===== src/rtl/pipelined_cla_adder.sv =====
// Pipelined carry-lookahead adder/subtractor: one BLOCK-bit lookahead group
// is resolved per stage, with carry and unconsumed operand bits skewed forward.

module cla_group #(
   parameter int BLOCK = 4
) (
   input  logic [BLOCK-1:0] a,
   input  logic [BLOCK-1:0] b,
   input  logic             ci,
   output logic [BLOCK-1:0] s,
   output logic             co,
   output logic             cmsb
);
   logic [BLOCK-1:0] g, p;
   logic [BLOCK:0]   c;
   logic             term;

   assign g = a & b;
   assign p = a | b;

   // Every carry is a flat sum of products of g/p and ci: no ripple inside the group.
   always_comb begin
      c    = '0;
      term = 1'b0;
      c[0] = ci;
      for (int i = 0; i < BLOCK; i++) begin
         term = ci;
         for (int j = 0; j <= i; j++) term = term & p[j];
         c[i+1] = term;
         for (int j = 0; j <= i; j++) begin
            term = g[j];
            for (int k = j + 1; k <= i; k++) term = term & p[k];
            c[i+1] = c[i+1] | term;
         end
      end
   end

   assign s    = a ^ b ^ c[BLOCK-1:0];
   assign co   = c[BLOCK];
   assign cmsb = c[BLOCK-1];
endmodule

module pipelined_cla_adder #(
   parameter int WIDTH = 16,
   parameter int BLOCK = 4,
   parameter int NSTG  = WIDTH / BLOCK
) (
   input  logic             clk,
   input  logic             rst_n,
   input  logic             in_valid,
   output logic             in_ready,
   input  logic [WIDTH-1:0] a,
   input  logic [WIDTH-1:0] b,
   input  logic             cin,
   input  logic             sub,
   output logic             out_valid,
   input  logic             out_ready,
   output logic [WIDTH-1:0] sum,
   output logic             cout,
   output logic             ovf
);
   logic                        adv;
   logic [WIDTH-1:0]            beff;
   logic                        c0;

   logic [NSTG-1:0]             vld_pipe;
   logic [NSTG-1:0]             cy_q;
   logic [NSTG-1:0][WIDTH-1:0]  a_q, b_q, s_q;
   logic                        cmsb_q;

   logic [NSTG-1:0]             stg_v, stg_c;
   logic [NSTG-1:0][WIDTH-1:0]  stg_a, stg_b, stg_s, nxt_s;
   logic [NSTG-1:0][BLOCK-1:0]  grp_s;
   logic [NSTG-1:0]             grp_co, grp_cm;
   logic                        unused_bits;

   // Single global stall: the whole pipe moves or the whole pipe holds.
   assign adv      = ~out_valid | out_ready;
   assign in_ready = adv;

   assign beff = sub ? ~b : b;
   assign c0   = sub | cin;

   for (genvar k = 0; k < NSTG; k++) begin : g_stg
      if (k == 0) begin : g_head
         assign stg_v[0] = in_valid;
         assign stg_a[0] = a;
         assign stg_b[0] = beff;
         assign stg_c[0] = c0;
         assign stg_s[0] = '0;
      end else begin : g_body
         assign stg_v[k] = vld_pipe[k-1];
         assign stg_a[k] = a_q[k-1];
         assign stg_b[k] = b_q[k-1];
         assign stg_c[k] = cy_q[k-1];
         assign stg_s[k] = s_q[k-1];
      end

      cla_group #(.BLOCK(BLOCK)) u_grp (
         .a    (stg_a[k][k*BLOCK +: BLOCK]),
         .b    (stg_b[k][k*BLOCK +: BLOCK]),
         .ci   (stg_c[k]),
         .s    (grp_s[k]),
         .co   (grp_co[k]),
         .cmsb (grp_cm[k])
      );
   end

   always_comb begin
      nxt_s = stg_s;
      for (int k = 0; k < NSTG; k++) nxt_s[k][k*BLOCK +: BLOCK] = grp_s[k];
   end

   always_ff @(posedge clk or negedge rst_n) begin
      if (!rst_n) begin
         vld_pipe <= '0;
         cy_q     <= '0;
         a_q      <= '0;
         b_q      <= '0;
         s_q      <= '0;
         cmsb_q   <= 1'b0;
      end else if (adv) begin
         vld_pipe <= stg_v;
         cy_q     <= grp_co;
         a_q      <= stg_a;
         b_q      <= stg_b;
         s_q      <= nxt_s;
         cmsb_q   <= grp_cm[NSTG-1];
      end
   end

   assign out_valid = vld_pipe[NSTG-1];
   assign sum       = s_q[NSTG-1];
   assign cout      = cy_q[NSTG-1];
   assign ovf       = cmsb_q ^ cy_q[NSTG-1];

   // Last-stage skew copies and non-final MSB carries have no consumer.
   assign unused_bits = ^{a_q[NSTG-1], b_q[NSTG-1], grp_cm};
endmodule


===== config.mk =====
export PLATFORM = sky130hd
export DESIGN_NAME = pipelined_cla_adder
export DESIGN_NICKNAME = d
export VERILOG_FILES = /design/src/rtl/pipelined_cla_adder.sv
export SDC_FILE = /design/constraint.sdc
export NUM_CORES = 1
export LEC_CHECK = 0
export BUFFER_PORTS_ARGS = -buffer_cell sky130_fd_sc_hd__buf_2
export CORE_MARGIN = 4
export CORE_UTILIZATION = 34
export DETAILED_ROUTE_END_ITERATION = 8
export HOLD_SLACK_MARGIN = 0.06
export PLACE_DENSITY = 0.55
export SETUP_SLACK_MARGIN = 0.1
export SYNTH_ARGS = -nofsm -noshare
export SYNTH_HDL_FRONTEND = slang
export SYNTH_HIERARCHICAL = 1
export SYNTH_SLANG_ARGS = --single-unit

===== constraint.sdc =====
create_clock -name clk -period 1.8 [get_ports clk]
set_clock_uncertainty 0.05 [all_clocks]
set_input_delay 0.36 -clock clk [delete_from_list [all_inputs] [get_ports clk]]
set_output_delay 0.36 -clock clk [all_outputs]
set_load 0.03 [all_outputs]

==> flow_metrics.py, run 1 <==
metrics = {
    "run_status": {
        "outcome": "completed",
    },
    "clock_network": {
        "cts.sinks": 97,
        "htree_levels": 3,
        "tritoncts": "done",
        "clk_path_buf_depth": 2,
        "path_clk_slew_ns": 0.07,
        "cts-root-buf": "clkbuf_16",
        "clock_latency_ns": 0.34,
        "cts-buffers-inserted": 9,
    },
    "min_path": {
        "min_path_type": "input pin to flip-flop",
    },
    "sta": {
        "slew_viol_final": 0,
        "timing_hold_violations_final": 0,
        "slew_headroom_pct": 73.31,
        "hold_ws_ns": 0.1908,
        "setup_slack_ns": 0.1533,
        "final.min_clock_period_ns": 1.647,
        "setup_viol": 0,
        "fmax_mhz": 607.3,
        "tns_ns": 0,
        "worst_pin_slew_ns": 0.4003,
        "rsz0062_at_grt": "yes",
        "post-route-period-util_pct": 91.48,
    },
    "place": {
        "placed_cells": 595,
        "place_ws_ns": -0.2362,
        "port_buffers": 57,
        "dpl.hpwl_mm": 6.079,
        "place_area_mm2": 0.005529,
        "place_congestion": 0.7499,
    },
    "critical_path": {
        "path_cells": "clkbuf_4 > buf_4 > xor2_1 > inv_1 > ha_1 > nor2_1 > nand2_1 > o221a_1 > mux2_2",
        "cp.required_ns": 1.98,
        "cpPeakStageDelay_ns": 0.26,
        "cp-end-kind": "flip-flop",
        "path_class": "input pin to flip-flop",
        "start_kind": "input pin",
        "critPathTopFamily": "buffers and inverters",
        "timing.critical_path.buf_inv": 3,
        "arrival_ns": 1.83,
        "crit_slowest_cell": "mux2_2",
        "path_max_fanout": 6,
    },
    "layout": {
        "multi_input_area_mm2": 0.002361,
        "drive_gt1_share_pct": 49.43,
        "fillers": 1298,
        "fin_area_mm2": 0.005931,
        "area_growth_pct": 20.34,
        "seq_area_mm2": 0.002429,
        "diodes": 0,
        "fin_nets": 508,
        "utilization_pct": 42.23,
        "fin_cells": 619,
    },
    "floorplanning": {
        "rows": 43,
        "dieArea_mm2": 0.01649,
        "initial_utilization_pct": 35.10,
        "coreArea_mm2": 0.01404,
        "die_height_um": 128.4,
        "io-pin-count": 58,
        "die_x_um": 128.4,
    },
    "routing": {
        "first_pass_iters": 4,
        "routed_wl_mm": 8.316,
        "ant_nets": 0,
        "wl_per_cell_um": 13.43,
        "drtIter0Drc": 35,
        "viasPerCell": 4.496,
        "drc": 0,
        "vias": 2783,
    },
    "pwr": {
        "power_leakage_nw": 2.803,
        "power_per_cell_area_mw_per_mm2": 1698,
        "worst_ir_drop_vdd_mv": 0.8282,
        "p_total_mw": 10.07,
    },
    "grt": {
        "grt_usage_pct": 10.97,
        "grt_max_degree": 41,
        "grt_first_pass_wirelength_mm": 14.12,
        "grt_pass1_vias": 2867,
        "grt_overflow": 0,
        "antenna_found_initial": 0,
    },
    "synth": {
        "syn_nets": 435,
        "syn_inst": 361,
        "ys_warn_count": 6,
        "netlist_area_mm2": 0.004928,
        "syn_area_per_cell_um2": 13.65,
    },
    "flow_run": {
        "cap_violations": 0,
    },
}
==> where the power goes <==
group | switching (mW) | internal (mW)
logic | 1.97 | 2.39
clock network | 0.809 | 1.11
registers | 0.609 | 3.18
==> placed cells by master (no fill, tap or decap), types with 2 or more instances in the layout <==
cell	count
mux2_2	78
ha_1	29
nor2_2	2
buf_12	5
nand2b_1	5
o21ai_0	4
o221a_1	4
clkinvlp_4	2
clkinv_2	2
nor2_1	5
a211oi_2	4
dfrtp_1	96
fa_1	4
nor2b_2	3
a21oi_1	3
o31a_2	4
or2_2	5
ha_4	2
xor2_1	23
inv_1	34
clkbuf_16	9
mux2_4	18
buf_2	55
nor2b_1	8
nand2b_4	5
nand2_1	4
buf_4	13
==> state kept, by name (all words and copies together) (netlist names) <==
name,count
b_q,24
a_q,24
nxt_s,24
sum,16
cmsb_q,1
vld_pipe,4
cy_q,4
==> per-layer routing <==
layer	GRT usage, %	wire length (µm)	up-vias
met5	0	0	-
met4	4.120	138	0
met3	3.861	379	12
met2	17.78	4054	38
met1	13.53	3744	1381
li1	-	-	1352
==> path summary, 6_finish.rpt <==
check	startpoint	endpoint	slack, ns	cells after the start
worst max-delay path	sub	nxt_s[19]	0.15	9
worst min-delay path	a[7]	a_q[7]	0.19	2
worst max register to register	a_q[27]	nxt_s[59]	0.16	5
worst min register to register	vld_pipe[2]	vld_pipe[3]	0.42	1
max in group asynchronous	rst_n	cy_q[3]	0.71	3
min in group asynchronous	rst_n	nxt_s[17]	0.44	2
==> repair_timing <==
action / in CTS / in global routing
setup buffers: 2 / 5
hold buffers: 1 / 0
endpoints found under the hold margin: 26 / 0
resized for setup: 0 / 9
cloned: 0 / 0
setup endpoints to repair: 1 / 7
==> final cells by class <==
class                   instances  area share (%)
inverters                      34           2.152
multi-input cells             217           39.81
repair buffers                 75           8.270
clock inverters                 5          0.9283
well taps                     180           3.797
clock buffers                  11           4.093
flip-flops and latches         97           40.95
(Power assumes the default switching activity.)
==> inputs of run 2 (changes only) <==
--- a/constraint.sdc
+++ b/constraint.sdc
@@ -3,3 +3,3 @@
 set_input_delay 0.36 -clock clk [delete_from_list [all_inputs] [get_ports clk]]
 set_output_delay 0.36 -clock clk [all_outputs]
-set_load 0.03 [all_outputs]
+set_load 0.05 [all_outputs]
==> flow_metrics.py, run 2 (synthesis results as in run 1) <==
metrics = {
    "run_status": {
        "outcome": "completed",
    },
    "grt": {
        "antenna_found_initial": 0,
        "grt_pass1_vias": 2830,
        "grt_usage_pct": 10.95,
        "grt_overflow": 0,
        "grt_max_degree": 55,
        "grt_first_pass_wirelength_mm": 14.03,
    },
    "sta": {
        "worst_pin_slew_ns": 0.3583,
        "tns_ns": 0,
        "rsz0062_at_grt": "yes",
        "slew_headroom_pct": 76.11,
        "fmax_mhz": 608.6,
        "post-route-period-util_pct": 91.29,
        "setup_viol": 0,
        "timing_hold_violations_final": 0,
        "slew_viol_final": 0,
        "final.min_clock_period_ns": 1.643,
    },
    "layout": {
        "area_growth_pct": 20.13,
        "drive_gt1_share_pct": 50.00,
        "final_cell_mix": "dfrtp_1 (95), mux2_2 (78), buf_2 (55), inv_1 (33), ha_1 (29)",
        "diodes": 0,
        "fin_nets": 507,
        "fin_cells": 618,
        "final_common_cell": "dfrtp_1",
        "utilization_pct": 42.16,
    },
    "routing": {
        "first_pass_iters": 4,
        "drc": 0,
        "routed_wl_mm": 8.272,
        "drtIter0Drc": 95,
        "ant_nets": 0,
        "viasPerCell": 4.448,
        "vias": 2749,
        "wl_per_cell_um": 13.39,
    },
    "critical_path": {
        "path_class": "flip-flop to flip-flop",
        "critPathTopFamily": "flip-flops",
        "timing.critical_path.buf_inv": 1,
        "cp.required_ns": 1.98,
        "cp.depth": 5,
        "start_kind": "flip-flop",
        "r2r_start": "b_q[27]",
        "r2r_cells": 5,
        "endpoint": "nxt_s[59]",
        "cpPeakStageDelay_ns": 0.37,
        "crit_slowest_cell": "dfrtp_1",
        "arrival_ns": 1.82,
        "path_max_fanout": 3,
        "reg2reg_slack_ns": 0.16,
        "cp-startpoint": "b_q[27]",
        "cp-end-kind": "flip-flop",
        "regToRegEndpoint": "nxt_s[59]",
        "path_cells": "inv_1 > ha_1 > or2_2 > o221a_1 > mux2_2",
    },
    "place": {
        "place_congestion": 0.7547,
        "placed_cells": 596,
        "port_buffers": 57,
        "dpl.hpwl_mm": 6.050,
    },
    "pwr": {
        "power_leakage_nw": 2.800,
        "clock_power_share_pct": 18.2,
        "worst_ir_drop_vdd_mv": 0.9889,
        "p_total_mw": 10.39,
        "switchingPower_mw": 3.744,
        "combPwrFrac_pct": 45.4,
        "sequentialPowerShare_pct": 36.4,
        "p_int_mw": 6.649,
        "power_per_cell_area_mw_per_mm2": 1755,
        "swShare_pct": 36.03,
    },
    "clock_network": {
        "clock_latency_ns": 0.34,
        "cts-root-buf": "clkbuf_16",
        "tritoncts": "done",
        "clk_path_buf_depth": 2,
        "cts-buffers-inserted": 9,
        "htree_levels": 3,
        "path_clk_slew_ns": 0.06,
        "cts.sinks": 97,
    },
    "floorplanning": {
        "initial_utilization_pct": 35.10,
        "rows": 43,
        "coreArea_mm2": 0.01404,
        "dieArea_mm2": 0.01649,
        "io-pin-count": 58,
        "die_x_um": 128.4,
        "die_height_um": 128.4,
    },
    "flow_run": {
        "cap_violations": 0,
    },
    "min_path": {
        "min_path_type": "input pin to flip-flop",
    },
}
run 2: changes by cell type in the layout (fill, tap and decap cells not counted), moves of 2 or more:
cell / before / now
xor2_1: 23 / 21
xor2_2: 0 / 2
nor2b_2: 3 / 1
clkinv_2: 2 / 4
nor2b_1: 8 / 10
run 2: per-layer routing:
metal	global-route usage (%)	share of wire (%)	wire, µm	vias to the layer above
li1	-	-	-	1353
met1	13.82	45	3729	1345
met2	17.35	49	4030	40
met3	3.736	4.5	373	11
met4	4.307	1.7	138	0
met5	0	0	0	-
run 2: power by group through the flow:
stage                     Combinational [mW]  Clock, mW  Sequential [mW]
after floorplan                         3.08          0             4.40
after global placement                  4.55          0             3.82
after detailed placement                4.64          0             3.86
after CTS                               4.69       1.99             3.81
after global routing                    5.18       2.08             3.93
final                                   4.71       1.89             3.78
run 2: area by class of cell:
cell class	instances	area, µm²
Clock buffer	10	239.0
Clock inverter	6	57.56
Fill cell	1331	8122
Inverter	34	127.6
Multi-Input combinational cell	217	2371
Sequential cell	97	2430
Tap cell	180	225.2
Timing Repair Buffer	74	470.5
run 2: worst register-to-register path: stages (launching register included):
cell and delay, ns:
dfrtp_1 0.37, inv_1 0.05, ha_1 0.30, or2_2 0.28, o221a_1 0.23, mux2_2 0.26
run 2: how the worst min path moves through the flow:
stage / startpoint / end / slack (ns) / depth (start not counted)
floorplan: rst_n / a_q[10] / 0.01 / 0
global placement: rst_n / nxt_s[17] / 0.26 / 1
detailed placement: rst_n / nxt_s[32] / 0.25 / 1
CTS: in_valid / vld_pipe[0] / 0.18 / 2
global route: a[8] / a_q[8] / 0.18 / 2
finish: a[15] / a_q[15] / 0.20 / 2
run 2: through the flow:
step | cell area [µm²] | hold WS [ns] | worst slack [ns]
4_1_cts | 5846 | 0.1754 | 0.1086
5_1_grt | 5921 | 0.1769 | 0.1018
2_1_floorplan | 5006 | 0.01441 | -0.1723
6_report | 5921 | 0.1963 | 0.1567
3_5_place_dp | 5532 | 0.2524 | -0.2253
3_3_place_gp | 5532 | 0.2551 | -0.1983
run 2: what timing repair did:
item                                   CTS  global route
hold buffers                             1             0
setup endpoints to repair                1             7
gates resized for setup                  0            10
setup buffers                            1             4
endpoints found under the hold margin   20             0
pin swaps                                0             1
==> inputs of run 3 (changes only) <==
- CORE_UTILIZATION: 34 -> 40
- PLACE_DENSITY: 0.55 -> 0.62
==> flow_metrics.py, run 3 (synthesis results as in run 1) <==
metrics = {
    "run_status": {
        "outcome": "completed",
    },
    "pwr": {
        "p_int_mw": 6.520,
        "clock_power_share_pct": 16.7,
        "p_total_mw": 10.21,
        "swShare_pct": 36.16,
        "power_per_cell_area_mw_per_mm2": 1746,
        "power_leakage_nw": 2.765,
        "combPwrFrac_pct": 46.4,
        "sequentialPowerShare_pct": 36.9,
        "worst_ir_drop_vdd_mv": 0.8702,
        "switchingPower_mw": 3.694,
    },
    "sta": {
        "worst_pin_slew_ns": 0.5193,
        "rsz0062_at_grt": "yes",
        "slew_viol_final": 0,
        "timing_hold_violations_final": 0,
        "setup_viol": 0,
        "fmax_mhz": 610.3,
        "post-route-period-util_pct": 91.02,
        "final.min_clock_period_ns": 1.638,
        "slew_headroom_pct": 65.38,
        "tns_ns": 0,
    },
    "routing": {
        "drtIter0Drc": 93,
        "ant_nets": 0,
        "drc": 0,
        "routed_wl_mm": 8.020,
        "viasPerCell": 4.576,
        "wl_per_cell_um": 13.34,
        "vias": 2750,
        "first_pass_iters": 4,
    },
    "grt": {
        "antenna_found_initial": 1,
        "grt_pass1_vias": 3023,
        "grt_max_degree": 98,
        "grt_overflow": 0,
        "grt_first_pass_wirelength_mm": 14.12,
        "grt_usage_pct": 12.60,
    },
    "flow_run": {
        "cap_violations": 0,
    },
    "clock_network": {
        "clock_latency_ns": 0.35,
        "cts-root-buf": "clkbuf_16",
        "cts-buffers-inserted": 9,
        "cts.sinks": 97,
        "htree_levels": 3,
        "path_clk_slew_ns": 0.06,
        "clk_path_buf_depth": 2,
        "tritoncts": "done",
    },
    "layout": {
        "utilization_pct": 48.50,
        "diodes": 0,
        "fin_area_mm2": 0.005849,
        "final_cell_mix": "dfrtp_1 (96), mux2_2 (78), buf_2 (55), inv_1 (34), ha_1 (28)",
        "final_common_cell": "dfrtp_1",
        "area_growth_pct": 18.68,
        "fin_nets": 505,
        "drive_gt1_share_pct": 49.19,
    },
    "critical_path": {
        "arrival_ns": 1.82,
        "path_class": "flip-flop to flip-flop",
        "cp-end-kind": "flip-flop",
        "start_kind": "flip-flop",
        "cp.required_ns": 1.98,
        "path_max_fanout": 3,
    },
    "place": {
        "dpl.hpwl_mm": 5.611,
        "port_buffers": 57,
        "place_area_mm2": 0.005482,
        "place_congestion": 0.7900,
    },
    "floorplanning": {
        "io-pin-count": 58,
        "die_x_um": 119,
        "coreArea_mm2": 0.01206,
        "dieArea_mm2": 0.01416,
        "rows": 40,
        "die_height_um": 119,
        "initial_utilization_pct": 40.86,
    },
    "min_path": {
        "min_path_type": "input pin to flip-flop",
    },
}
==> run 3: power by group through the flow <==
| stage | logic, mW | clock network, mW | registers (mW) |
|---|---|---|---|
| after global placement | 4.50 | 0 | 3.80 |
| after CTS | 4.66 | 1.79 | 3.81 |
| after floorplan | 3.08 | 0 | 4.40 |
| final | 4.74 | 1.70 | 3.77 |
| after detailed placement | 4.62 | 0 | 3.85 |
| after global routing | 5.27 | 1.86 | 3.93 |
==> run 3: what timing repair did <==
action                     in CTS  in global routing
setup endpoints to repair       1                  8
hold endpoints to repair       84                  0
buffers inserted                1                  5
hold buffers                    1                  0
resized for setup               0                 11
==> run 3: path summary, 6_finish.rpt <==
| path | startpoint | to | slack, ns | depth (start not counted) |
|---|---|---|---|---|
| min in group asynchronous | rst_n | sum[0] | 0.56 | 3 |
| worst min-delay path | in_valid | vld_pipe[0] | 0.19 | 2 |
| worst min register to register | vld_pipe[2] | vld_pipe[3] | 0.44 | 1 |
| max in group asynchronous | rst_n | nxt_s[54] | 0.73 | 3 |
| worst max register to register | a_q[7] | nxt_s[39] | 0.16 | 5 |
| worst max-delay path | a_q[7] | nxt_s[39] | 0.16 | 5 |
==> run 3: cell type report <==
type / instances / area, µm²
fillers: 1096 / 6212
flip-flops and latches: 97 / 2429
multi-input cells: 217 / 2389
repair buffers: 72 / 442.9
clock buffers: 12 / 246.5
well taps: 168 / 210.2
inverters: 34 / 127.6
clock inverters: 1 / 5.005
==> run 3: metal layers <==
metal | GRT usage [%] | up-vias | part of all wire, %
met4 | 4.996 | 2 | 1.8
li1 | - | 1341 | -
met1 | 15.70 | 1354 | 45
met5 | 0 | - | 0.16
met2 | 19.96 | 42 | 48
met3 | 4.511 | 11 | 4.6
==> run 3: stage by stage <==
| stage | hold slack (ns) | instances | setup WS [ns] |
|---|---|---|---|
| 4_1_cts | 0.1782 | 596 | 0.1080 |
| 2_1_floorplan | 0.01441 | 361 | -0.1723 |
| 6_report | 0.1942 | 601 | 0.1616 |
| 5_1_grt | 0.1800 | 601 | 0.06853 |
| 3_3_place_gp | 0.3967 | 581 | -0.1916 |
| 3_5_place_dp | 0.3966 | 581 | -0.2356 |
==> run 3: critical path: stages, from the launching register on <==
cell     delay [ns]
dfrtp_1        0.39
inv_1          0.10
ha_4           0.21
or2_2          0.28
o221a_1        0.23
mux2_2         0.26
